===== src/rtl/dus_pkg.sv =====
// Constants and types shared by the dus core, its stream drain stage and their benches.
package dus_pkg;

    localparam int DUS_ADDR_W     = 10;
    localparam int DUS_DATA_W     = 32;
    localparam int DUS_WORDS      = 1024;
    localparam int DUS_SKID_DEPTH = 2;

    typedef enum logic [1:0] {
        IDLE = 2'd0,
        RUN  = 2'd1,
        DONE = 2'd2
    } dus_drain_state_t;

    // A read may issue only if every word already buffered or returning still fits after this cycle's pop.
    function automatic logic dus_has_credit(input logic [1:0] count, input logic inflight,
                                            input logic pop);
        logic [2:0] w_used;
        w_used = {1'b0, count} + {2'b00, inflight} - {2'b00, pop};
        return w_used < 3'(DUS_SKID_DEPTH);
    endfunction

endpackage


===== src/rtl/dus_stream_drain_if.sv =====
// Control, result-buffer read port and output stream of the dus drain stage.
interface dus_stream_drain_if
    import dus_pkg::*;
#(
    parameter int DATA_W = DUS_DATA_W,
    parameter int ADDR_W = DUS_ADDR_W
);
    // Stream handshake: a beat transfers on a rising edge where out_valid and out_ready are both 1;
    // once out_valid is high, out_valid/out_data/out_last hold unchanged until that transfer happens.
    logic              ap_start;
    logic              ap_done;
    logic              ap_ready;
    logic              ap_idle;
    logic              dus_ce0;
    logic [ADDR_W-1:0] dus_address0;
    logic [DATA_W-1:0] dus_q0;
    logic              out_valid;
    logic              out_ready;
    logic [DATA_W-1:0] out_data;
    logic              out_last;

    modport master (
        input  ap_start, dus_q0, out_ready,
        output ap_done, ap_ready, ap_idle, dus_ce0, dus_address0, out_valid, out_data, out_last
    );

    modport slave (
        output ap_start, dus_q0, out_ready,
        input  ap_done, ap_ready, ap_idle, dus_ce0, dus_address0, out_valid, out_data, out_last
    );

endinterface


===== src/rtl/dus_skid_fifo.sv =====
// Two-entry register FIFO absorbing the buffer read latency and sink backpressure.
module dus_skid_fifo #(
    parameter int W = 33
) (
    input  logic         clk,
    input  logic         rst,
    input  logic         push,
    input  logic         pop,
    input  logic [W-1:0] din,
    output logic [W-1:0] dout,
    output logic [1:0]   count
);

    logic [W-1:0] r_mem [2];
    logic         r_wr_ptr;
    logic         r_rd_ptr;
    logic [1:0]   r_count;

    always_ff @(posedge clk) begin
        if (!rst) begin
            r_mem[0] <= '0;
            r_mem[1] <= '0;
            r_wr_ptr <= 1'b0;
            r_rd_ptr <= 1'b0;
            r_count  <= 2'd0;
        end else begin
            if (push) begin
                r_mem[r_wr_ptr] <= din;
                r_wr_ptr        <= ~r_wr_ptr;
            end
            if (pop) begin
                r_rd_ptr <= ~r_rd_ptr;
            end
            case ({push, pop})
                2'b10:   r_count <= r_count + 2'd1;
                2'b01:   r_count <= r_count - 2'd1;
                default: r_count <= r_count;
            endcase
        end
    end

    assign dout  = r_mem[r_rd_ptr];
    assign count = r_count;

    // The upstream credit rule keeps a push away from a full FIFO, even with a pop in the same cycle.
    a_no_overflow: assert property (@(posedge clk) disable iff (!rst) !(push && (r_count == 2'd2)));
    a_no_underflow: assert property (@(posedge clk) disable iff (!rst) !(pop && (r_count == 2'd0)));

endmodule


===== src/rtl/dus_stream_drain.sv =====
// Drains the dus result buffer as a valid/ready stream under ap_start/ap_done control.
module dus_stream_drain
    import dus_pkg::*;
#(
    parameter int DATA_W    = DUS_DATA_W,
    parameter int ADDR_W    = DUS_ADDR_W,
    parameter int NUM_WORDS = DUS_WORDS
) (
    input  logic             clk,
    input  logic             rst,
    dus_stream_drain_if.master bus,
    output dus_drain_state_t o_dbg_state
);

    localparam logic [ADDR_W:0] LP_END  = (ADDR_W + 1)'(NUM_WORDS);
    localparam logic [ADDR_W:0] LP_LAST = (ADDR_W + 1)'(NUM_WORDS - 1);

    dus_drain_state_t r_state;
    logic             r_ap_done;
    logic             r_ap_idle;
    logic [ADDR_W:0]  r_rd_addr;
    logic             r_inflight;
    logic             r_inflight_last;

    logic [DATA_W:0]  w_head;
    logic [1:0]       w_count;
    logic             w_valid;
    logic             w_pop;
    logic             w_head_last;
    logic             w_issue;

    assign w_valid     = (w_count != 2'd0);
    assign w_pop       = w_valid & bus.out_ready;
    assign w_head_last = w_head[DATA_W];
    assign w_issue     = (r_state == RUN) && (r_rd_addr < LP_END)
                         && dus_has_credit(w_count, r_inflight, w_pop);

    // Each entry carries the word plus its last tag in the top bit.
    dus_skid_fifo #(
        .W(DATA_W + 1)
    ) u_fifo (
        .clk   (clk),
        .rst   (rst),
        .push  (r_inflight),
        .pop   (w_pop),
        .din   ({r_inflight_last, bus.dus_q0}),
        .dout  (w_head),
        .count (w_count)
    );

    always_ff @(posedge clk) begin
        if (!rst) begin
            r_state   <= IDLE;
            r_ap_done <= 1'b0;
            r_ap_idle <= 1'b1;
        end else begin
            case (r_state)
                IDLE: begin
                    if (bus.ap_start) begin
                        r_state   <= RUN;
                        r_ap_idle <= 1'b0;
                    end
                end
                RUN: begin
                    if (w_pop && w_head_last) begin
                        r_state   <= DONE;
                        r_ap_done <= 1'b1;
                    end
                end
                DONE: begin
                    r_state   <= IDLE;
                    r_ap_done <= 1'b0;
                    r_ap_idle <= 1'b1;
                end
                default: begin
                    r_state   <= IDLE;
                    r_ap_done <= 1'b0;
                    r_ap_idle <= 1'b1;
                end
            endcase
        end
    end

    // The address counter only advances in RUN and rewinds to 0 as soon as the run ends.
    always_ff @(posedge clk) begin
        if (!rst) begin
            r_rd_addr       <= '0;
            r_inflight      <= 1'b0;
            r_inflight_last <= 1'b0;
        end else begin
            r_inflight      <= w_issue;
            r_inflight_last <= w_issue && (r_rd_addr == LP_LAST);
            if (r_state != RUN) begin
                r_rd_addr <= '0;
            end else if (w_issue) begin
                r_rd_addr <= r_rd_addr + 1'b1;
            end
        end
    end

    assign bus.ap_done      = r_ap_done;
    assign bus.ap_ready     = r_ap_done;
    assign bus.ap_idle      = r_ap_idle;
    assign bus.dus_ce0      = w_issue;
    assign bus.dus_address0 = (r_state == RUN) ? r_rd_addr[ADDR_W-1:0] : '0;
    assign bus.out_valid    = w_valid;
    assign bus.out_data     = w_valid ? w_head[DATA_W-1:0] : '0;
    assign bus.out_last     = w_valid & w_head_last;
    assign o_dbg_state      = r_state;

endmodule

===== src/flat_wrapper.sv =====
// flat-port wrapper written by rule: the top's interface ports become plain ports
module dus_stream_drain_flat import dus_pkg::*;
#(
    parameter int DATA_W    = DUS_DATA_W,
    parameter int ADDR_W    = DUS_ADDR_W,
    parameter int NUM_WORDS = DUS_WORDS
)
  (clk, rst, o_dbg_state, bus_ap_start, bus_dus_q0, bus_out_ready, bus_ap_done, bus_ap_ready, bus_ap_idle, bus_dus_ce0, bus_dus_address0, bus_out_valid, bus_out_data, bus_out_last);
  dus_stream_drain_if #(.DATA_W(DATA_W), .ADDR_W(ADDR_W)) bus_i ();
  input  logic clk;
  input  logic rst;
  output dus_drain_state_t o_dbg_state;
  input wire logic [$bits(bus_i.ap_start)-1:0] bus_ap_start;
  input wire logic [$bits(bus_i.dus_q0)-1:0] bus_dus_q0;
  input wire logic [$bits(bus_i.out_ready)-1:0] bus_out_ready;
  output wire logic [$bits(bus_i.ap_done)-1:0] bus_ap_done;
  output wire logic [$bits(bus_i.ap_ready)-1:0] bus_ap_ready;
  output wire logic [$bits(bus_i.ap_idle)-1:0] bus_ap_idle;
  output wire logic [$bits(bus_i.dus_ce0)-1:0] bus_dus_ce0;
  output wire logic [$bits(bus_i.dus_address0)-1:0] bus_dus_address0;
  output wire logic [$bits(bus_i.out_valid)-1:0] bus_out_valid;
  output wire logic [$bits(bus_i.out_data)-1:0] bus_out_data;
  output wire logic [$bits(bus_i.out_last)-1:0] bus_out_last;
  assign bus_i.ap_start = bus_ap_start;
  assign bus_i.dus_q0 = bus_dus_q0;
  assign bus_i.out_ready = bus_out_ready;
  assign bus_ap_done = bus_i.ap_done;
  assign bus_ap_ready = bus_i.ap_ready;
  assign bus_ap_idle = bus_i.ap_idle;
  assign bus_dus_ce0 = bus_i.dus_ce0;
  assign bus_dus_address0 = bus_i.dus_address0;
  assign bus_out_valid = bus_i.out_valid;
  assign bus_out_data = bus_i.out_data;
  assign bus_out_last = bus_i.out_last;
  dus_stream_drain #(.DATA_W(DATA_W), .ADDR_W(ADDR_W), .NUM_WORDS(NUM_WORDS)) u_core (.clk(clk), .rst(rst), .bus(bus_i), .o_dbg_state(o_dbg_state));
endmodule

===== config.mk =====
export PLATFORM = sky130hd
export DESIGN_NAME = dus_stream_drain_flat
export DESIGN_NICKNAME = d
export VERILOG_FILES = /design/src/rtl/dus_pkg.sv /design/src/rtl/dus_stream_drain_if.sv /design/src/rtl/dus_skid_fifo.sv /design/src/rtl/dus_stream_drain.sv /design/src/flat_wrapper.sv
export SDC_FILE = /design/constraint.sdc
export NUM_CORES = 1
export LEC_CHECK = 0
export BUFFER_PORTS_ARGS = -buffer_cell sky130_fd_sc_hd__buf_2
export CAP_MARGIN = 20
export CORE_UTILIZATION = 35
export CTS_CLUSTER_DIAMETER = 40
export DETAILED_ROUTE_END_ITERATION = 7
export PLACE_DENSITY_LB_ADDON = 0.05
export RECOVER_POWER = 25
export SLEW_MARGIN = 20
export SYNTH_ARGS = -nofsm -noshare
export SYNTH_HDL_FRONTEND = slang
export SYNTH_SLANG_ARGS = --single-unit

===== constraint.sdc =====
create_clock -name clk -period 9.18 [get_ports clk]
set_clock_uncertainty 0.2 [all_clocks]
set_input_delay 0.918 -clock clk [delete_from_list [all_inputs] [get_ports clk]]
set_output_delay 0.918 -clock clk [all_outputs]
set_load 0.03 [all_outputs]

==> flow_summary.json <==
{
  "p_sw_uw": 194,
  "clkPwrFrac": 0.400,
  "vias": 2625,
  "hold_ws_ns": 0.267,
  "rr_startpoint": "u_core.u_fifo.count[1]",
  "pin_count": 86,
  "start_util": 0.365,
  "most-common-layout-cells": "buf_2 (84), and2_1 (80), edfxtp_1 (66), nor2_1 (39), mux2i_1 (33)",
  "synthesis.area_sq_mm": 0.00401,
  "synth.avg_cell_area_sq_um": 11.9,
  "port_buffers": 85,
  "power_density_mw_per_mm2": 181,
  "cts_tree": "done",
  "end_kind": "output port",
  "area_growth_pct": 20.7,
  "dpl-instance-area_sq_mm": 0.00456,
  "synth_area_leader_cell": "edfxtp_1",
  "setup_tns_ns": 0,
  "grt_overflow": 0,
  "cts_root_buffer": "clkbuf_16",
  "netlist_instances": 338,
  "wl_per_cell_um": 14.3,
  "min_period_ns": 4.06,
  "fp-row-count": 38,
  "finalMaxSlewViolations": 68,
  "clkSlewWorstSetupHoldPaths_ns": 0.06,
  "cts-hold-fix-buffers": 0,
  "synth.net_count": 376,
  "grt_pass1_wl_mm": 12.8,
  "clkLatencyLatePin_ns": 0.33,
  "ctsResizeCount": 0,
  "reg2reg_depth": 7,
  "ys_ff_latch": 88,
  "final-hold-violation-count": 0,
  "die_area_sq_mm": 0.0119,
  "dp_hpwl_mm": 4.93,
  "critPathMaxFanout": 33,
  "gp_congestion": 0.752,
  "setup_viol": 0,
  "violations": "capacitance limit, slew limit",
  "hold_class": "reg2reg",
  "n_fill_cell": 1115,
  "max_freq_mhz": 246,
  "r2r_end": "u_core.r_rd_addr[7]",
  "pwr-share-comb": 0.078,
  "yosysWarnings": 0,
  "drive_gt1_frac": 0.254,
  "critPathKind": "reg2out",
  "ys_types": 34,
  "routed_wl_mm": 8.03,
  "design.core.area_sq_mm": 0.0110,
  "final_util": 0.440,
  "cts_num_sinks": 88,
  "seqPwrFrac": 0.522,
  "final_common_cell": "buf_2",
  "grt_pass1_vias": 2628,
  "numCtsBuffers": 9,
  "viasPerCell": 4.67,
  "vdd_drop_max_mv": 0.0718,
  "dr.first_iter.drc_count": 91,
  "fp.dieW_um": 109,
  "antennaDiodeCount": 0,
  "worst_pin_slew_ns": 2.06,
  "power_leakage_uw": 0.00193,
  "cap_violations": 2,
  "layout_setup_ws_ns": 5.12,
  "place_ws_ns": 5.42,
  "drt_pass1_iterations": 5,
  "yosysSeqAreaShare": 0.605,
  "outcome": "complete, but fails checks",
  "antenna_found_initial": 0,
  "ant_nets": 0,
  "r2r_slack_ns": 6.14,
  "cp.arrival_ns": 2.94,
  "rsz0062_at_grt": "false",
  "p_sw_frac": 0.222,
  "synth_top_area_frac": 0.495,
  "die_y_um": 109,
  "path_cells": "mux2i_1, nor2_1, buf_2",
  "synth_area_leaders": "edfxtp_1 (49%), and2_1 (13%), dfxtp_1 (11%), mux2i_1 (8.2%), nor2_1 (3.8%)",
  "postCtsSetupBuffers": 0,
  "p_int_uw": 681,
  "required_ns": 8.06,
  "cts-htree-levels": 3,
  "slowest_stage": "dfxtp_1",
  "slowest_delay_ns": 1.70,
  "final_area_sq_mm": 0.00484,
  "final_nets": 455,
  "grt_usage": 0.144,
  "fin_crit_sh": 0.442,
  "grt_max_degree": 35,
  "clk_path_buf_depth": 2,
  "drc": 0,
  "worst_setup_path_start_kind": "register",
  "crit_end": "bus_out_last",
  "max_slew_margin": -0.372
}
worst min path at each step:
stage          cells after the start            startpoint                     end
2_1_floorplan                      1  u_core.r_rd_addr[10]  u_core.r_inflight_last
3_3_place_gp                       2    u_core.bus.ap_idle      u_core.bus.ap_idle
3_5_place_dp                       1  u_core.r_rd_addr[10]  u_core.r_inflight_last
4_1_cts                            1  u_core.r_rd_addr[10]  u_core.r_inflight_last
5_1_grt                            1  u_core.r_rd_addr[10]  u_core.r_inflight_last
6_report                           1  u_core.r_rd_addr[10]  u_core.r_inflight_last
power by group through the flow:
stage / logic, uW / clock network (uW) / registers [uW]
final: 68.3 / 350 / 457
after global routing: 76.2 / 374 / 459
after CTS: 70.4 / 360 / 457
after detailed placement: 70.0 / 0 / 465
after global placement: 70.0 / 0 / 465
after floorplan: 46.7 / 0 / 462
per-layer routing:
metal | track usage | up-vias | part of all wire
met4 | 0.0637 | 0 | 0.013
met5 | 0 | - | 0
li1 | - | 1315 | -
met1 | 0.167 | 1253 | 0.44
met2 | 0.259 | 48 | 0.50
met3 | 0.0257 | 9 | 0.043
cells by family (layout without fill, tap and decap cells):
group                    count (synthesis)  count (layout)  share of synthesized area
AO/OA/AOI/OAI                           20              20                     0.0303
AND/OR/NAND/NOR                        159             159                      0.221
buffers and inverters                   27             111                     0.0290
adder cells (fa/ha/maj)                  2               2                    0.00812
flip-flops                              88              88                      0.605
XOR/XNOR                                 9               9                     0.0244
multiplexers                            33              33                     0.0824
synthesized netlist by cell type:
cell type / instances
and3_1: 2
and4bb_2: 1
buf_2: 3
nand2b_1: 1
or2_1: 1
fa_1: 1
mux2i_1: 33
nand3_1: 5
o21ba_2: 1
inv_1: 7
or3_1: 3
xnor2_1: 2
nand2_1: 8
a21oi_1: 7
or4_1: 2
nand3_4: 1
o2111a_1: 1
nand4_1: 4
o31ai_1: 2
buf_6: 1
o21ai_0: 7
and2_1: 82
edfxtp_1: 66
o21a_1: 2
ha_1: 1
xor2_1: 6
dfxtp_1: 22
buf_4: 1
clkbuf_1: 15
nor3_1: 2
nor2_1: 41
xnor2_4: 1
nor3b_1: 2
nor2b_1: 4
stage by stage:
| stage | power [uW] | instances |
|---|---|---|
| global placement | 535 | 546 |
| finish | 875 | 562 |
| global route | 910 | 562 |
| CTS | 887 | 562 |
| floorplan | 508 | 338 |
| detailed placement | 535 | 546 |
layout make-up:
type | instances | area [sq um] | share of cell area
Clock inverter | 5 | 50.0 | 0.0103
Sequential cell | 88 | 2420 | 0.501
Clock buffer | 11 | 233 | 0.0481
Timing Repair Buffer | 88 | 439 | 0.0908
Inverter | 7 | 26.3 | 0.00543
Multi-Input combinational cell | 223 | 1490 | 0.308
Tap cell | 140 | 175 | 0.0362
state kept, by name (all words and copies together) (netlist names), named ones only:
name	flops
u_core.o_dbg_state	2
u_core.r_inflight	1
u_core.u_fifo.r_mem	66
u_core.u_fifo.r_rd_ptr	1
u_core.bus.ap_done	1
u_core.r_inflight_last	1
u_core.r_rd_addr	11
u_core.bus.ap_idle	1
u_core.u_fifo.count	2
u_core.u_fifo.r_wr_ptr	1
worst max-delay path: cells and delay by family, from the launching register on:
family | cells | cell delay, ns
DFF | 1 | 1.70
muxes | 1 | 0.45
and+or+nand+nor | 1 | 0.21
buffers and inverters | 1 | 0.22
Power figures use the tool's default switching activity.
